**src/rtl/sn74169_pkg.sv**
```systemverilog
// Shared types and constants for the sn74169 counter driver.
// Holds the driver FSM state enum, terminal-count values and a step helper.
package sn74169_pkg;

    typedef enum logic [1:0] {
        ST_IDLE,
        ST_LOAD,
        ST_RUN,
        ST_FAULT
    } state_t;

    localparam logic [3:0] TERM_UP = 4'hF;
    localparam logic [3:0] TERM_DN = 4'h0;

    // One count step of the 4-bit counter, wrapping modulo 16.
    function automatic logic [3:0] step(input logic [3:0] v,
                                        input logic       up);
        return up ? v + 4'd1 : v - 4'd1;
    endfunction

endpackage

```
**src/rtl/sn74169_driver.sv**
```systemverilog
// Driver and checker for an external sn74169 4-bit up/down counter.
// Ports: clk, rst_n, start, stop, dir_up, preset, limit in; A, LOADB,
// ENPB, ENTB, U_DB to the counter; Q, RCOB back; busy, err, wrap_cnt out.
module sn74169_driver
    import sn74169_pkg::*;
#(
    parameter bit CHECK_EN = 1'b1,
    parameter int WRAP_W   = 8
) (
    input  logic              clk,
    input  logic              rst_n,
    input  logic              start,
    input  logic              stop,
    input  logic              dir_up,
    input  logic [3:0]        preset,
    input  logic [3:0]        limit,
    output logic [3:0]        A,
    output logic              LOADB,
    output logic              ENPB,
    output logic              ENTB,
    output logic              U_DB,
    input  logic [3:0]        Q,
    input  logic              RCOB,
    output logic              busy,
    output logic              err,
    output logic [WRAP_W-1:0] wrap_cnt
);

    state_t            state, state_n;
    logic              synced, synced_n;
    logic              err_q, err_n;
    logic [WRAP_W-1:0] wrap_q, wrap_n;
    logic [3:0]        shadow, shadow_n;
    logic              dir_q, dir_n;
    logic [3:0]        preset_q, preset_n;
    logic [3:0]        limit_q, limit_n;

    logic              en_b;
    logic              rcob_exp;
    logic              mismatch;

    always_ff @(posedge clk or negedge rst_n) begin
        if (!rst_n) begin
            state    <= ST_IDLE;
            synced   <= 1'b0;
            err_q    <= 1'b0;
            wrap_q   <= '0;
            shadow   <= 4'h0;
            dir_q    <= 1'b1;
            preset_q <= 4'h0;
            limit_q  <= 4'h0;
        end else begin
            state    <= state_n;
            synced   <= synced_n;
            err_q    <= err_n;
            wrap_q   <= wrap_n;
            shadow   <= shadow_n;
            dir_q    <= dir_n;
            preset_q <= preset_n;
            limit_q  <= limit_n;
        end
    end

    // Ripple carry the counter should show for the current shadow value.
    always_comb begin
        rcob_exp = 1'b1;
        if (state == ST_RUN) begin
            if (dir_q && shadow == TERM_UP)
                rcob_exp = 1'b0;
            if (!dir_q && shadow == TERM_DN)
                rcob_exp = 1'b0;
        end
    end

    assign mismatch = CHECK_EN && synced && (state != ST_FAULT) &&
                      ((Q != shadow) || (RCOB != rcob_exp));

    always_comb begin
        state_n  = state;
        synced_n = synced;
        err_n    = err_q;
        wrap_n   = wrap_q;
        shadow_n = shadow;
        dir_n    = dir_q;
        preset_n = preset_q;
        limit_n  = limit_q;
        LOADB    = 1'b1;
        en_b     = 1'b1;

        unique case (state)
            ST_IDLE, ST_FAULT: begin
                if (start) begin
                    state_n  = ST_LOAD;
                    dir_n    = dir_up;
                    preset_n = preset;
                    limit_n  = limit;
                    wrap_n   = '0;
                    err_n    = 1'b0;
                    // Counter is not loaded yet; skip the check in LOAD.
                    synced_n = 1'b0;
                end
            end
            ST_LOAD: begin
                LOADB    = 1'b0;
                shadow_n = preset_q;
                synced_n = 1'b1;
                state_n  = ST_RUN;
            end
            ST_RUN: begin
                en_b = 1'b0;
                if (shadow == limit_q) begin
                    LOADB    = 1'b0;
                    shadow_n = preset_q;
                    if (wrap_q != '1)
                        wrap_n = wrap_q + WRAP_W'(1);
                end else begin
                    shadow_n = step(shadow, dir_q);
                end
                if (stop)
                    state_n = ST_IDLE;
            end
            default: state_n = ST_IDLE;
        endcase

        // Shadow still tracks what the counter did on this edge, but the
        // state and flag go to FAULT regardless of stop or reload.
        if (mismatch) begin
            state_n = ST_FAULT;
            err_n   = 1'b1;
        end
    end

    assign A        = preset_q;
    assign U_DB     = dir_q;
    assign ENPB     = en_b;
    assign ENTB     = en_b;
    assign busy     = (state == ST_LOAD) || (state == ST_RUN);
    assign err      = err_q;
    assign wrap_cnt = wrap_q;

endmodule

```
**config.mk**
```make
export PLATFORM = sky130hd
export DESIGN_NAME = sn74169_driver
export DESIGN_NICKNAME = d
export VERILOG_FILES = /design/src/rtl/sn74169_pkg.sv /design/src/rtl/sn74169_driver.sv
export SDC_FILE = /design/constraint.sdc
export NUM_CORES = 1
export LEC_CHECK = 0
export BUFFER_PORTS_ARGS = -buffer_cell sky130_fd_sc_hd__buf_2
export CORE_MARGIN = 2
export CORE_UTILIZATION = 40
export CTS_CLUSTER_SIZE = 10
export DETAILED_ROUTE_END_ITERATION = 10
export GPL_TIMING_DRIVEN = 1
export PLACE_DENSITY_LB_ADDON = 0.2
export SYNTH_ARGS = -nofsm -noshare
export SYNTH_HDL_FRONTEND = slang
export SYNTH_SLANG_ARGS = --single-unit
```
**constraint.sdc**
```tcl
create_clock -name clk -period 4.4 [get_ports clk]
set_clock_uncertainty 0.2 [all_clocks]
set_input_delay 0.44 -clock clk [delete_from_list [all_inputs] [get_ports clk]]
set_output_delay 0.44 -clock clk [all_outputs]
set_load 0.1 [all_outputs]
```
## Word level (Yosys, flattened, before mapping)

Cells that the tools add are included.

- Register bits after elaboration: 25
- Bits of input ports: 18
- Output and inout port bits: 18
- Word-level logic and storage cells: 66

- $add $sub $neg: 3
- Equal/unequal tests: 14
- Muxes and demuxes: 21
- Reductions and logical operators: 20

Operators with widths:

| kind | count |
|---|---|
| $mux W8 | 3 |
| $pmux W8 S2 | 1 |
| $reduce_bool A2 Y1 | 5 |
| $add A8 B1 Y8 const B | 1 |
| $mux W1 | 8 |
| $mux W4 | 2 |
| $ne A8 B8 Y1 const B | 1 |
| $pmux W4 S2 | 1 |
| $reduce_and A2 Y1 | 4 |
| $mux W2 | 3 |
| $ne A3 B3 Y1 const B | 2 |
| $pmux W2 S3 | 1 |
| $add A4 B1 Y4 const B | 1 |
| $eq A2 B2 Y1 const B | 2 |
| $eq A4 B4 Y1 | 1 |
| $eq A4 B4 Y1 const B | 1 |
| $logic_and A1 B1 Y1 | 4 |
| $logic_not A4 Y1 | 1 |
| $ne A2 B1 Y1 const B | 2 |
| $ne A2 B2 Y1 const B | 2 |
| $ne A4 B4 Y1 | 1 |
| $pmux W1 S2 | 2 |
| $reduce_and A4 Y1 | 1 |
| $sub A4 B1 Y4 const B | 1 |
| other kinds (6) | 7 |

## Longest topological paths before layout

- Depth in word-level cells: 10
- Gate-level depth with buffers: 8

## Worst setup path before layout

No wires, ideal clock.

- Path type: reg-to-output
- From: reg state[0]
- To: out LOADB
- Arrival time: 2.525 ns
- Required time: 3.760 ns
- Setup slack: 1.235 ns
- Stages on the path, launching flop included: 7
- Buffers on the path: 2
- Cells stage by stage: dfrtp_1 inv_1 ha_1 clkbuf_1 clkbuf_1 inv_1 nand2_1

- Word-level cells in the longest chain between the ends: 2
- Elaborated cells between the ends (all ways): 3
- Those cells by class: eq/ne: 2; mux: 1

RTL lines:

| what | RTL line | source |
|---|---|---|
| start: declaration | sn74169_driver.sv:29 | `state_t state, state_n;` |
| start signal: assignment | sn74169_driver.sv:53 | `state <= state_n;` |
| $eq A2 B2 Y1 or $eq A2 B1 Y1 (tied branches) | sn74169_driver.sv:90 | `unique case (state)` |
| $pmux W1 S2 (*) | sn74169_driver.sv:90 |  |
| end: declaration | sn74169_driver.sv:18 | `output logic LOADB,` |

Every way passes the cells marked *; elsewhere a longest branch is shown, timed or not.

## Worst setup path in the final report

Same ends and word-level chain as after synthesis.

==> metrics <==
final wirelength 3510 µm; Final Net Count 219; EDFF count, synth 0; GRT Util Overall 0.169; clock buffer depth 2; Vias 1332; Hold Fails Final Rpt 0; GP Congestion 0.847; first-pass GRT wire length 5760 µm; Clock Latency Late Sink 0.27 ns; total negative slack 0 ns; FFs w/ async S/R, synth 1.00; period utilization 0.621; Top Ports 36; max-slew violation count 0; achievable frequency 0.366 GHz; unrepaired setup endpoints after global routing false; CP Class reg -> out; Clock transition at path regs 0.09 ns; IO Port Bufs 35; register area share after synthesis 0.399; final global-route overflow total 0; fraction of layout cells with a size suffix above 1 0.285; largest net degree at the start of global routing 26; CP Capture Type output port; Worst Tran Pin Value 0.933 ns; area leader, netlist dfrtp_1; DP HPWL 2600 µm; antenna cells 0; Via density 5.53; fin crit period 2.73 ns; die extent in y 66.7 µm; Post-Synthesis Cell Area 1570 µm²; CTS Buf Count 3; final setup violation count 0; Critical Path RT 3.76 ns; DR iter-0 viols 84; DIE AREA 4450 µm²; Post-DP Area 1760 µm²; Core ar. 3720 µm²; Syn. warnings 0; initial antenna violation count 0; Layout Area Growth over Synthesis 15.5%; WL per Instance 14.5 µm; Finished Layout Cells 241; Post-CTS Resized 0; Starting Density 0.423; commonest non-fill, non-tap cells in the layout buf_2, dfrtp_1, a21oi_1; placed insts 236; predominant post-synthesis flop cell dfrtp_1; clock sinks 25; largest cells by area after synthesis dfrtp_1, mux2_2, a21oi_1; die width 66.7 µm; post-synth top area share 0.382; ANT nets after route 0; # Post-CTS Setup Buffers 0; Synth Net Count 187; CTS root buffer clkbuf_8; critical path launch point type register; Final Hold Slack 0.192 ns; worst-path maximum fanout 17; drc violations 0; status finished, final reports clean; critical path data arrival time 2.09 ns; CTS H-Tree Depth 1; fill count 371; HP Class in -> reg; Cell Rows 22; DRT Pass-1 Iters 4; Yosys cell types 43; #FFs+latches synth 25; Slew Limit Headroom 0.372; post-layout instance area 1820 µm²; most common cell after layout, fill and taps aside buf_2; Avg Inst Size Synth 9.70 µm²; MaxCap Viol Count 0; Syn Inst Count 162; CTS tree done; vias in the first global route 1273
## final timing paths
kind / from / endpoint / slack (ns) / depth (start not counted)
max: state[0] / LOADB / 1.67 / 5
min in group asynchronous: rst_n / wrap_cnt[0] / 0.49 / 2
max in group asynchronous: rst_n / limit_q[2] / 3.12 / 2
min: preset[0] / A[0] / 0.19 / 2
max reg2reg: state[0] / wrap_cnt[4] / 1.96 / 6
min reg2reg: A[1] / A[1] / 0.33 / 1
## through the flow
step	utilization	worst slack, ns
final	0.489	1.67
after CTS	0.489	1.66
after global routing	0.489	1.53
after global placement	0.473	2.00
after detailed placement	0.473	1.97
after floorplan	-	1.24
## cell type report
cell class,count,area [µm²],area share
clock buffer,3,41.3,0.0227
tap,48,60.1,0.0331
inverter,5,18.8,0.0103
sequential,25,627,0.345
multi-input combinational,123,878,0.484
clock inverter,1,5.00,0.00276
timing repair buffer,36,185,0.102
## sequential cells by signal (all words and copies together), names as in the netlist
register  cells
wrap_cnt      8
A             4
limit_q       4
shadow        4
state         2
U_DB          1
err           1
synced        1
## worst max-delay path: stages (launching register included)
cell	delay [ns]
dfrtp_1	0.43
inv_1	0.07
ha_1	0.51
o41ai_2	0.27
nand2_1	0.12
buf_2	0.42
## cell usage after synthesis, drive strengths merged, types with 2 or more instances
master	count
nand4	4
nor2	5
ha	6
or4	5
inv	5
clkbuf	5
a21oi	16
o21ai	4
o31ai	2
o211ai	4
mux2	10
nand3	10
and3	4
nand2	13
dfrtp	24
mux2i	4
buf	4
nand2b	2
nor3	6
xor2	6
or3	2
o41ai	2
xnor2	4
## what timing repair did
| action | CTS | global route |
|---|---|---|
| setup endpoints to repair | 0 | 0 |
| endpoints found under the hold margin | 24 | 0 |
| hold buffers | 1 | 0 |
## per-layer routing
layer	track usage	vias to the layer above	wire (µm)
li1	-	655	-
met1	0.210	644	1600
met2	0.295	28	1730
met3	0.0270	5	126
met4	0.0612	0	48
met5	0	-	0
## cell families after synthesis
| group | count (synthesis) | synth area share |
|---|---|---|
| AO/OA/AOI/OAI | 35 | 0.146 |
| XOR/XNOR | 10 | 0.0605 |
| adder cells (fa/ha/maj) | 7 | 0.0605 |
| buffers and inverters | 14 | 0.0422 |
| flip-flops | 25 | 0.399 |
| multiplexers | 14 | 0.0971 |
| AND/OR/NAND/NOR | 57 | 0.195 |
Power is left out: the tool's default activity adds up to more than one toggle a clock period on the data nets, which glitch-free logic cannot reach.
